$ cat config.mk
export PLATFORM = sky130hd
export DESIGN_NAME = lcb_uart_rx_framer
export DESIGN_NICKNAME = d
export VERILOG_FILES = /design/src/rtl/lcb_uart_rx_framer.sv
export SDC_FILE = /design/constraint.sdc
export NUM_CORES = 1
export LEC_CHECK = 0
export ABC_AREA = 1
export BUFFER_PORTS_ARGS = -buffer_cell sky130_fd_sc_hd__buf_4
export CAP_MARGIN = 20
export CORE_MARGIN = 2
export CORE_UTILIZATION = 45
export DETAILED_ROUTE_END_ITERATION = 16
export SLEW_MARGIN = 20
export SYNTH_ARGS = -nofsm -noshare
export SYNTH_HDL_FRONTEND = slang
export SYNTH_SLANG_ARGS = --single-unit
$ cat constraint.sdc
create_clock -name clk80MHz -period 2.3 [get_ports clk80MHz]
set_clock_uncertainty 0.2 [all_clocks]
set_input_delay 0.46 -clock clk80MHz [delete_from_list [all_inputs] [get_ports clk80MHz]]
set_output_delay 0.46 -clock clk80MHz [all_outputs]
set_load 0.005 [all_outputs]
$ cat src/rtl/lcb_uart_rx_framer.sv
// LCB receive front end: 8N1 oversampling deserialiser, sync-byte check and fixed-length frame assembly.
// Define LCB_RX_TIMEOUT_EN to abort partial frames after TIMEOUT_BITS idle bit-times.
`timescale 1ns/1ps
module lcb_uart_rx_framer #(
    parameter int         CLKS_PER_BIT    = 34,
    parameter int         BYTES_PER_FRAME = 8,
    parameter logic [7:0] SYNC_BYTE       = 8'h2A,
    parameter int         TIMEOUT_BITS    = 40
) (
    input  logic       clk80MHz,
    input  logic       reset,
    input  logic       UART_RX,
    input  logic       rx_en,
    output logic [7:0] dataFromLCB,
    output logic       ValRX,
    output logic [3:0] byte_idx,
    output logic       frame_valid,
    output logic       frame_err,
    output logic [1:0] err_code,
    output logic       busy
);
    localparam int H  = CLKS_PER_BIT / 2;
    localparam int CW = $clog2(CLKS_PER_BIT + 1);
    localparam logic [CW-1:0] HALF_LAST = CW'(H - 1);
    localparam logic [CW-1:0] BIT_LAST  = CW'(CLKS_PER_BIT - 1);
    localparam logic [3:0]    IDX_LAST  = 4'(BYTES_PER_FRAME - 1);

    if (BYTES_PER_FRAME < 2 || BYTES_PER_FRAME > 16 || TIMEOUT_BITS < 1) begin : g_bad_param
        $error("lcb_uart_rx_framer: parameter out of range");
    end

    typedef enum logic [1:0] {S_IDLE, S_START, S_DATA, S_STOP} state_t;

    state_t        state_reg, state_next;
    logic [CW-1:0] cnt_reg, cnt_next;
    logic [2:0]    bit_reg, bit_next;
    logic [7:0]    shift_reg, shift_next;
    logic          rx_meta_reg, rxs_reg, rxs_prev_reg;
    logic          start_edge, byte_ok, stop_err, timeout_hit;

    logic [7:0] data_reg;
    logic [3:0] byte_idx_reg;
    logic [1:0] err_code_reg;
    logic       val_rx_reg, frame_valid_reg, frame_err_reg;

    // Two-stage synchroniser plus one history flop for falling-edge detection
    always_ff @(posedge clk80MHz or posedge reset) begin
        if (reset) begin
            rx_meta_reg  <= 1'b1;
            rxs_reg      <= 1'b1;
            rxs_prev_reg <= 1'b1;
        end else begin
            rx_meta_reg  <= UART_RX;
            rxs_reg      <= rx_meta_reg;
            rxs_prev_reg <= rxs_reg;
        end
    end

    assign start_edge = rxs_prev_reg & ~rxs_reg;

    always_ff @(posedge clk80MHz or posedge reset) begin
        if (reset) begin
            state_reg <= S_IDLE;
            cnt_reg   <= '0;
            bit_reg   <= '0;
            shift_reg <= '0;
        end else begin
            state_reg <= state_next;
            cnt_reg   <= cnt_next;
            bit_reg   <= bit_next;
            shift_reg <= shift_next;
        end
    end

    always_comb begin
        state_next = state_reg;
        cnt_next   = cnt_reg;
        bit_next   = bit_reg;
        shift_next = shift_reg;
        byte_ok    = 1'b0;
        stop_err   = 1'b0;
        if (!rx_en) begin
            state_next = S_IDLE;
            cnt_next   = '0;
        end else begin
            case (state_reg)
                S_IDLE: begin
                    cnt_next = '0;
                    if (start_edge) begin
                        state_next = S_START;
                        bit_next   = '0;
                    end
                end
                S_START: begin
                    if (cnt_reg == HALF_LAST) begin
                        cnt_next   = '0;
                        state_next = rxs_reg ? S_IDLE : S_DATA;
                    end else begin
                        cnt_next = cnt_reg + CW'(1);
                    end
                end
                S_DATA: begin
                    if (cnt_reg == BIT_LAST) begin
                        cnt_next   = '0;
                        shift_next = {rxs_reg, shift_reg[7:1]};
                        bit_next   = bit_reg + 3'd1;
                        if (bit_reg == 3'd7) state_next = S_STOP;
                    end else begin
                        cnt_next = cnt_reg + CW'(1);
                    end
                end
                S_STOP: begin
                    if (cnt_reg == BIT_LAST) begin
                        cnt_next   = '0;
                        state_next = S_IDLE;
                        byte_ok    = rxs_reg;
                        stop_err   = ~rxs_reg;
                    end else begin
                        cnt_next = cnt_reg + CW'(1);
                    end
                end
                default: state_next = S_IDLE;
            endcase
        end
    end

`ifdef LCB_RX_TIMEOUT_EN
    localparam int TLIM = TIMEOUT_BITS * CLKS_PER_BIT;
    localparam int TW   = $clog2(TLIM + 1);
    logic [TW-1:0] idle_cnt_reg;
    logic          idle_armed;

    // A start edge in the expiry cycle disarms the counter, so the new byte wins
    assign idle_armed  = rx_en && (state_reg == S_IDLE) && (byte_idx_reg != 4'd0) && !start_edge;
    assign timeout_hit = idle_armed && (idle_cnt_reg == TW'(TLIM - 1));

    always_ff @(posedge clk80MHz or posedge reset) begin
        if (reset)                         idle_cnt_reg <= '0;
        else if (!idle_armed || timeout_hit) idle_cnt_reg <= '0;
        else                               idle_cnt_reg <= idle_cnt_reg + TW'(1);
    end
`else
    assign timeout_hit = 1'b0;
`endif

    // Index advances the cycle after the strobe so byte_idx labels the byte being delivered
    always_ff @(posedge clk80MHz or posedge reset) begin
        if (reset) begin
            data_reg        <= '0;
            byte_idx_reg    <= '0;
            err_code_reg    <= 2'b00;
            val_rx_reg      <= 1'b0;
            frame_valid_reg <= 1'b0;
            frame_err_reg   <= 1'b0;
        end else begin
            val_rx_reg      <= 1'b0;
            frame_valid_reg <= 1'b0;
            frame_err_reg   <= 1'b0;
            if (!rx_en) begin
                byte_idx_reg <= '0;
            end else if (byte_ok) begin
                if (byte_idx_reg == 4'd0 && shift_reg != SYNC_BYTE) begin
                    frame_err_reg <= 1'b1;
                    err_code_reg  <= 2'b00;
                end else begin
                    data_reg        <= shift_reg;
                    val_rx_reg      <= 1'b1;
                    frame_valid_reg <= (byte_idx_reg == IDX_LAST);
                end
            end else if (stop_err) begin
                frame_err_reg <= 1'b1;
                err_code_reg  <= 2'b01;
                byte_idx_reg  <= '0;
            end else if (timeout_hit) begin
                frame_err_reg <= 1'b1;
                err_code_reg  <= 2'b10;
                byte_idx_reg  <= '0;
            end else if (val_rx_reg) begin
                byte_idx_reg <= (byte_idx_reg == IDX_LAST) ? 4'd0 : byte_idx_reg + 4'd1;
            end
        end
    end

    assign dataFromLCB = data_reg;
    assign ValRX       = val_rx_reg;
    assign byte_idx    = byte_idx_reg;
    assign frame_valid = frame_valid_reg;
    assign frame_err   = frame_err_reg;
    assign err_code    = err_code_reg;
    assign busy        = (state_reg != S_IDLE) || (byte_idx_reg != 4'd0);
endmodule
==> Yosys cells after proc, flatten, opt, wreduce, memory -nomap -nowiden <==
Cells that the tools add are included.
{ "op_classes": {"bitwise_logic": 3, "n_eq_ne": 18, "muxes": 39, "addsub": 3, "reduce_logical": 15} }
{ "ops": {"columns": ["cell", "count"], "rows": [
  ["2-bit 2-to-1 mux", 10],
  ["4-bit 2-to-1 mux", 5],
  ["6-bit 2-to-1 mux", 3],
  ["6-bit case mux with 3 select lines", 1],
  ["1-bit 2-to-1 mux", 16],
  ["3-bit != test, second input constant", 5],
  ["3-bit AND reduction", 3],
  ["8-bit by 6-bit != test with 1-bit output, second input constant", 1],
  ["2-bit case mux with 4 select lines", 1],
  ["6-bit by 1-bit adder with 6-bit output, second input constant", 1],
  ["6-bit by 5-bit == test with 1-bit output, second input constant", 1],
  ["6-bit == test, second input constant", 1],
  ["3-bit 2-to-1 mux", 2],
  ["2-bit != test, second input constant", 3],
  ["3-bit case mux with 2 select lines", 1],
  ["2-bit nonzero test", 3],
  ["5-bit AND reduction", 1],
  ["4-bit by 1-bit adder with 4-bit output, second input constant", 1],
  ["2-bit == test, second input constant", 2],
  ["4-bit by 3-bit == test with 1-bit output, second input constant", 1],
  ["4-bit zero test", 1],
  ["4-bit AND reduction", 1],
  ["4-bit nonzero test", 1],
  ["3-bit by 1-bit adder with 3-bit output, second input constant", 1],
  ["other kinds (11)", 12]
]} }
{ "totals": {"out_inout_bits": 18, "ff_bits": 39, "wordCells": 91} }

==> Logic depth before layout (Yosys ltp) <==
Gate-level depths: netlist (run 1).
{ "depth": {"word_depth": 7, "ltp_mapped": 10} }

==> Least setup slack after synthesis (run 1) <==
No wires, ideal clock.
{ "synth_timing": {"path_type": "reg2reg", "startpoint": "reg cnt_reg[1]", "endpoint": "reg err_code_reg[0] (netlist: err_code[0])", "arrival_time_ns": 1.345, "path_buffers": 0, "slack_ns": 0.689, "stages_incl_launch_ff": 11, "synth_period_minus_slack_ns": 1.611, "required_ns": 2.034, "path_cell_list": "dfrtp_1 > inv_1 > ha_1 > nand2_1 > clkinv_1 > nand3_2 > nor3_4 > nand2_4 > nand2_2 > nand2_1 > nand2_1"} }
{ "synth_between": {"elab_chain_cells": 6, "elab_cells_between_ends": 11, "cone_classes": "eq/ne (2); mux (7); reduce/logical (2)"} }
{ "synth_rtl": {"columns": ["item", "line_no", "rtl"], "rows": [
  ["from (decl)", "35", "logic [CW-1:0] cnt_reg, cnt_next;"],
  ["from (signal assigned)", "69", "cnt_reg <= cnt_next;"],
  ["6-bit == test *", "113", "if (cnt_reg == BIT_LAST) begin"],
  ["1-bit 2-to-1 mux", "113", null],
  ["1-bit 2-to-1 mux", "86", "case (state_reg)"],
  ["1-bit 2-to-1 mux", "82", "if (!rx_en) begin"],
  ["2-bit by 1-bit != test with 1-bit output (no source line) / 2-bit nonzero test (equally long branches)", null, null],
  ["3-bit AND reduction (no source line)", null, null],
  ["to (signal assigned)", "151", "err_code_reg <= 2'b00;"],
  ["to (signal assigned)", "164", "err_code_reg <= 2'b00;"],
  ["to (signal assigned)", "172", "err_code_reg <= 2'b01;"],
  ["to (decl)", "43", "logic [1:0] err_code_reg;"]
]} }
Every way passes the cells marked *; elsewhere a longest branch is shown, timed or not.
A chain may end at the register's enable or synchronous reset.

==> Worst setup path in the final report (run 1) <==
{ "layout_timing": {"startpoint": "reg byte_idx_reg[0] (netlist: byte_idx[0])", "endpoint": "out busy"} }
{ "layout_between": {"elab_chain_cells": 2} }
{ "layout_rtl": {"columns": ["item", "line_no", "rtl"], "rows": [
  ["from (decl)", "42", "logic [3:0] byte_idx_reg;"],
  ["from (signal assigned)", "179", "byte_idx_reg <= (byte_idx_reg == IDX_LAST) ? 4'd0 : byte_idx_reg + 4'd1;"],
  ["4-bit nonzero test", "190", "assign busy = (state_reg != S_IDLE) || (byte_idx_reg != 4'd0);"],
  ["1-bit logical OR", "190", null],
  ["to (decl)", "20", "output logic busy"]
]} }
Every way passes these cells.

==> results by group, run 1 <==
Route
  • Starting DRT DRC Count: 34
  • Via count: about 1,500
  • Routed Antenna Nets: 0
  • Total Wirelength: roughly 3300 µm
  • DRT Pass-1 Iters: 4
  • Post-DR vias/cell: between 4 and 5
  • DRC viols: 0
  • Drt wl/cell: approximately 11 µm

Worst setup path
  • Crit path required time: about 1.6 ns
  • Critical setup path kind: reg2out
  • CP cell instances: inv_1, ha_1, nand2_1, nor2_1, nand3_1, buf_4
  • Worst-case reg-to-reg path depth: 10
  • Critical Path AT: 1.50 ns
  • Reg2Reg Setup Slack: between 0.5 and 0.6 ns
  • Top delay family on crit path: flip-flops
  • Critical Path Fanout Max: 6
  • Crit-path max cell delay: 0.43 ns
  • CP bufs+invs: 2
  • Setup crit start kind: register
  • Reg2reg end: dataFromLCB[7]
  • Slowest-stage cell, CP: dfrtp_1
  • Reg2reg start: cnt_reg[1]
  • CP Capture Type: primary output

Global route
  • Initial antenna violation count: 0
  • Global Route Usage Sum: 16.19%
  • Vias in the first global route: about 1,400
  • Largest net degree at the start of global routing: 39
  • First-pass GRT wire length: ~6200 µm
  • GRT overflow: 0

Timing
  • Fmax: around 0.46 GHz
  • Slew Viols, Final: 0
  • Final setup violation count: 0
  • RSZ-0062 raised after global routing: false
  • Final Hold Fails: 0
  • Tmin final: between 2 and 2.5 ns
  • Hold Worst Slack: roughly 0.064 ns
  • Final period util: 93.71%
  • TNS Setup: 0 ns

CTS
  • Root Driver: clkbuf_8
  • Total CTS buffers: 5
  • Hold_buf cts: 0
  • Clk pin slew, worst setup/hold paths: 0.07 ns
  • H-Tree Depth: 2
  • Worst skew pair latency: between 0.2 and 0.3 ns
  • Clk sinks: 38
  • Setup bufs post-CTS: 0
  • Clk buf depth: 2
  • # resized after CTS: 0
  • CTS tree: done

Flow run
  • Max-cap violations: 0

Final layout
  • Final net count: around 270
  • Ant diodes: 0
  • Non-Filler Instances: 309
  • Fin util: between 50 and 60%
  • Ratio of cells with drive above 1 in the final layout: between 15 and 20%
  • Layout area overhead: 15.00%
  • Fillers: 411

Yosys
  • Synthesized area per cell: 8.162 µm²
  • Mapped Cells: 233
  • Synth Cell Area: between 0.0015 and 0.002 mm²
  • Flops & latches, synth: 38
  • Number of distinct library cells after synthesis: 27
  • Synth area leaders: dfrtp_1 46%, nand2_1 12%, inv_1 8.3%
  • Post-synthesis sequential area ratio: roughly half
  • Yosys top cell area share: a little under half
  • Largest area contributor in the netlist: dfrtp_1
  • Synth warn: 0
  • Syn Nets: around 240

Floorplanning
  • Core Area: between 0.004 and 0.005 mm²
  • Cell row count: 23
  • Die area: approximately 0.0048 mm²
  • Initial cell density of the core: about 47%
  • Die Height: approximately 69 µm
  • Die W: 69.01 µm
  • I/O pins: 22

Placement
  • Dpl cells: 301
  • Post-DP HPWL: 2482 µm
  • Port Buffers: 20
  • Final Wtd Congestion: 0.7507

Run status
  • Status: complete, no violations

Power
  • Power per standard cell area: just over 600 mW/mm²
  • Leakage: roughly 1.1 nW
  • Maximum vdd drop: ~0.39 mV

Min path
  • Hold WC Path Type: in2async
tightest hold or removal path: cells and delay by family:
family | cells | cell delay, ns
buffers and inverters | 3 | 0.54
worst max-delay path by stage:
stage                     cells past startpoint     endpoint  slack, ns         from
final                                         6         busy       0.14  byte_idx[0]
after CTS                                     6         busy       0.13  byte_idx[0]
after global routing                          6         busy       0.05  byte_idx[0]
after floorplan                              10  err_code[0]       0.69   cnt_reg[1]
after global placement                        6         busy       0.46  byte_idx[0]
after detailed placement                      6         busy       0.45  byte_idx[0]
metrics by stage:
stage               area, µm²   power, W  setup slack, ns
finish                   2187   0.001320           0.1446
global route             2187   0.001388          0.05218
CTS                      2187   0.001336           0.1296
detailed placement       2105  0.0008941           0.4525
global placement         2105  0.0008936           0.4616
floorplan                1902  0.0008444           0.6887
synthesized netlist by cell type, drive strengths merged:
cell type	count
nand3	21
a21oi	3
nand2	65
o21ai	14
nor2	18
buf	3
dfrtp	35
o21a	1
clkinv	2
nand4	4
nand3b	1
conb	1
ha	7
nor3	6
o21bai	1
xor2	3
inv	44
xnor2	1
dfstp	3
power by group:
group | internal [W] | switching [W] | leakage [nW]
sequential | 0.000691 | 0.0000216 | 0.472
clock | 0.000210 | 0.000229 | 0.0450
combinational | 0.0000587 | 0.000110 | 0.628
cell usage in the layout (no fill, tap or decap), drive strengths merged:
cell type	count
conb	1
o21bai	1
nand3b	1
xnor2	1
a21oi	3
o21a	1
clkbuf	6
dfrtp	35
o21ai	14
ha	7
nor3	6
nor2	18
clkinv	4
nand3	21
nand4	4
inv	44
nand2	65
xor2	3
buf	21
dfstp	3
final cells by class:
| cell class | count | area [µm²] | area share (%) |
|---|---|---|---|
| well taps | 50 | 62.56 | 2.860 |
| inverters | 46 | 172.7 | 7.895 |
| flip-flops and latches | 38 | 954.7 | 43.65 |
| clock buffers | 6 | 72.57 | 3.318 |
| clock inverters | 2 | 10.01 | 0.4577 |
| repair buffers | 21 | 157.7 | 7.208 |
| multi-input cells | 146 | 757.0 | 34.61 |
layer usage:
metal  up-vias  wire (µm)  global-route usage [%]  share of wire [%]
li1        763          -                       -                  -
met1       655       1596                   21.62                 48
met2        27       1532                   25.00                 46
met3         5        140                   4.386                4.2
met4         0         65                   6.536                1.9
met5         -          0                       0                  0
cell families (layout without fill, tap and decap cells):
logic type               Yosys count  in the layout  synth area share, %
AO/OA/AOI/OAI                     19             19                5.263
XOR/XNOR                           4              4                1.842
adder cells (fa/ha/maj)            7              7                4.605
buffers and inverters             49             75                10.00
flip-flops                        38             38                50.20
other                              1              1               0.1972
AND/OR/NAND/NOR                  115            115                27.89
No activity file was read; power rests on OpenSTA's default activity.
==> run 2, diff against run 1 <==
--- a/config.mk
+++ b/config.mk
@@ -5,7 +5,6 @@
 export SDC_FILE = /design/constraint.sdc
 export NUM_CORES = 1
 export LEC_CHECK = 0
-export ABC_AREA = 1
 export BUFFER_PORTS_ARGS = -buffer_cell sky130_fd_sc_hd__buf_4
 export CAP_MARGIN = 20
 export CORE_MARGIN = 2
==> run 2 against run 1 <==
  * Final area rose by 4.8%
  * First-iteration DRC count rose to 3.2 times the previous value
  * Sequential share of layout area fell by 2.0 points
  * Highest routed layer unchanged
  * Via count fell by 15%
  * Final cell count fell by 23%
  * Flip-flop and latch count did not move
  * Worst setup slack got worse by 0.14 ns
  * Global-route usage rose by 2.5 points
  * Synthesized cell count fell by 36%
  * Hold slack improved by 0.013 ns
  * Combinational power fell by 72%
  * Critical path type is now reg2reg
  * Sequential power fell by 4.1%
==> results by group, run 2 <==
Timing
  • Tmin final: 2.293 ns (+0.1378 ns)
  • Final setup violation count: 0 (unchanged)
  • Final period util: 99.70% (+6.0 points)
  • Rel. slew slack: ~63%
  • Fmax: 0.4361 GHz (-6.0%)
  • Least-Margin Pin Slew: 0.5419 ns
  • Final Hold Fails: 0 (unchanged)
  • Slew Viols, Final: 0 (unchanged)
  • RSZ-0062 raised after global routing: true

Route
  • DRC viols: 0 (unchanged)
  • Routed Antenna Nets: 0 (unchanged)
  • DRT Pass-1 Iters: 4 (unchanged)
  • Post-DR vias/cell: 5.194 (+11%)
  • Via count: 1,231 (-15%)
  • Total Wirelength: 3551 µm (+6.5%)
  • Starting DRT DRC Count: 108 (+220%)
  • Drt wl/cell: 14.98 µm (+39%)

Placement
  • Post-DP HPWL: 2473 µm (-0.38%)
  • Final Wtd Congestion: 0.7771 (+3.5%)
  • Dpl cells: 226 (-25%)
  • Placed Area: 0.002067 mm² (-1.8%)
  • Port Buffers: 20 (unchanged)

Power
  • Maximum vdd drop: 0.3908 mV (-1.1%)
  • Leakage: 1.105 nW (-3.5%)
  • Power per standard cell area: 622.2 mW/mm² (+3.1%)

Global route
  • First-pass GRT wire length: 6106 µm (-1.9%)
  • GRT overflow: 0 (unchanged)
  • Largest net degree at the start of global routing: 39 (unchanged)
  • Vias in the first global route: 1,261 (-9.5%)
  • Global Route Usage Sum: 18.71% (+2.5 points)
  • Initial antenna violation count: 0 (unchanged)

Floorplanning
  • Die Height: 66.79 µm (-3.2%)
  • Initial cell density of the core: 47.74% (+0.54 points)
  • Die W: 66.79 µm (-3.2%)
  • I/O pins: 22 (unchanged)
  • Cell row count: 22 (-4.3%)
  • Die area: 0.004461 mm² (-6.3%)
  • Core Area: 0.003716 mm² (-7.8%)

CTS
  • Clk pin slew, worst setup/hold paths: 0.08 ns (about the same)
  • CTS tree: done
  • Total CTS buffers: 5 (unchanged)
  • Worst skew pair latency: 0.29 ns (about the same)
  • Root Driver: clkbuf_8
  • H-Tree Depth: 2 (unchanged)
  • Clk buf depth: 2 (unchanged)
  • Clk sinks: 38 (unchanged)

Run status
  • Status: complete, no violations

Final layout
  • Highest-count cells in the layout ignoring fill and taps: 37 x buf_4, 35 x dfrtp_1, 12 x nor2_1
  • Final net count: 199 (-26%)
  • Layout area overhead: 29.20%
  • Fin util: 61.68% (+7.4 points)
  • Non-Filler Instances: 237 (-23%)
  • Ratio of cells with drive above 1 in the final layout: 39.68% (+23 points)
  • Design Area, Final: 0.002292 mm² (+4.8%)
  • Ant diodes: 0 (unchanged)
  • Commonest non-fill, non-tap cell in the layout: buf_4

Worst setup path
  • Critical Path Fanout Max: 5 (-1)
  • Reg2Reg Setup Slack: 0.007 ns (-0.51 ns)
  • Critical setup path kind: reg2reg
  • Reg2reg start: shift_reg[2]
  • CP Capture Type: register
  • Reg2reg end: dataFromLCB[2]
  • CP bufs+invs: 1 (-1)
  • CP cell instances: or4bb_1, o211ai_1, nor3b_4, buf_6, mux2_4
  • Critical Path AT: 2.27 ns (+0.77 ns)
  • Crit-path max cell delay: 0.55 ns (+0.12 ns)
  • Top delay family on crit path: simple AND/OR/NAND/NOR gates
  • Worst Setup SP: shift_reg[2]
  • Worst-case reg-to-reg path depth: 5 (-5)
  • Slowest-stage cell, CP: or4bb_1
  • Setup crit start kind: register
  • Levels on crit path: 5 (-1)
  • Crit path required time: 2.28 ns (+0.64 ns)

Yosys
  • Top_reg_cell synth: dfrtp_1
  • Yosys top cell area share: 49.37% (+3.3 points)
  • Synth area leaders: dfrtp_1 49%, mux2_2 12%, ha_1 4.9%
  • Number of distinct library cells after synthesis: 41 (+52%)
  • Flops & latches, synth: 38 (unchanged)
  • Synth Cell Area: 0.001774 mm² (-6.7%)
  • Synthesized area per cell: 11.99 µm² (+47%)
  • Post-synth EDFFs: 0 (unchanged)
  • Mapped Cells: 148 (-36%)
  • Leading cell type by number of instances after synthesis: dfrtp_1
  • Syn Nets: 159 (-35%)
  • Largest area contributor in the netlist: dfrtp_1
  • Post-synthesis sequential area ratio: 53.81% (+3.6 points)
  • Synth cell count leaders: 35 x dfrtp_1, 19 x mux2_2, 12 x nor2_1, 9 x inv_1, 8 x nand3_1
  • Synth warn: 0 (unchanged)
  • Post-synth ARST share: 100.0% (unchanged)

Flow run
  • Max-cap violations: 0 (unchanged)

Min path
  • Hold WC Path Type: in2async
[run 2: changes by cell type in the layout (fill, tap and decap cells not counted), sizes merged, moves of 3 or more]
cell | previous run | this run
nand2 | 65 | 7
inv | 44 | 9
mux2 | 0 | 19
buf | 21 | 39
nand3 | 21 | 8
o21ai | 14 | 6
nor2 | 18 | 12
nor3 | 6 | 0
clkinv | 4 | 0
nor3b | 0 | 3
[run 2: how the worst max path moves through the flow]
stage,to,slack (ns)
floorplan,dataFromLCB[0],-0.04
global placement,dataFromLCB[4],0.04
detailed placement,dataFromLCB[2],-0.07
CTS,dataFromLCB[4],-0.006
global route,dataFromLCB[2],-0.07
finish,dataFromLCB[2],0.007
[run 2: layer usage]
layer	vias up	wire length [µm]	GRT usage, %	share of wire [%]
met5	-	0	0	0
li1	595	-	-	-
met1	608	1648	24.07	46
met2	22	1697	29.75	48
met4	0	66	7.653	1.9
met3	6	138	5.068	3.9
[run 2: power breakdown]
part / switching [W] / leakage, nW / internal [W]
Combinational: 0.0000305 / 0.514 / 0.0000168
Sequential: 0.00000731 / 0.520 / 0.000675
Clock: 0.000234 / 0.0714 / 0.000463
Total: 0.000272 / 1.11 / 0.00115
[run 2: repair_timing]
item,in CTS,in global routing
pin swaps,1,2
cloned,1,0
resized for setup,5,11
endpoints found under the setup margin,8,8
buffers inserted,1,1
hold buffers,0,0
[run 2: worst reg2reg max path, stage by stage, from the launching register on]
cell      delay, ns
dfrtp_1        0.42
or4bb_1        0.55
o211ai_1       0.27
nor3b_4        0.28
buf_6          0.17
mux2_4         0.30
[run 2: metrics by stage]
stage / TNS [ns] / hold WS (ns) / power [W] / setup WS [ns]
floorplan: -0.3236 / 0.1452 / 0.0007223 / -0.04045
global placement: 0 / 0.1472 / 0.0007405 / 0.03833
detailed placement: -0.4626 / 0.1515 / 0.0007423 / -0.06741
CTS: -0.01963 / 0.06591 / 0.001444 / -0.006427
global route: -0.4491 / 0.06443 / 0.001484 / -0.06969
finish: 0 / 0.07738 / 0.001426 / 0.006853
[run 2: cell families after synthesis]
group	Yosys count	synth area share, %
AOI/OAI and AO/OA	19	7.334
xor gates and xnor gates	5	2.469
adders and majority gates	7	4.936
buffers and inverters	15	4.019
DFF	38	53.81
muxes	19	12.06
other	1	0.2114
and+or+nand+nor	44	15.16
[run 2: layout make-up]
cell class	count	area, µm²
timing repair buffer	39	300.3
sequential	38	954.7
tap	48	60.06
multi-input combinational	95	800.8
fill	318	1424
inverter	9	33.78
clock inverter	2	60.06
clock buffer	6	82.58
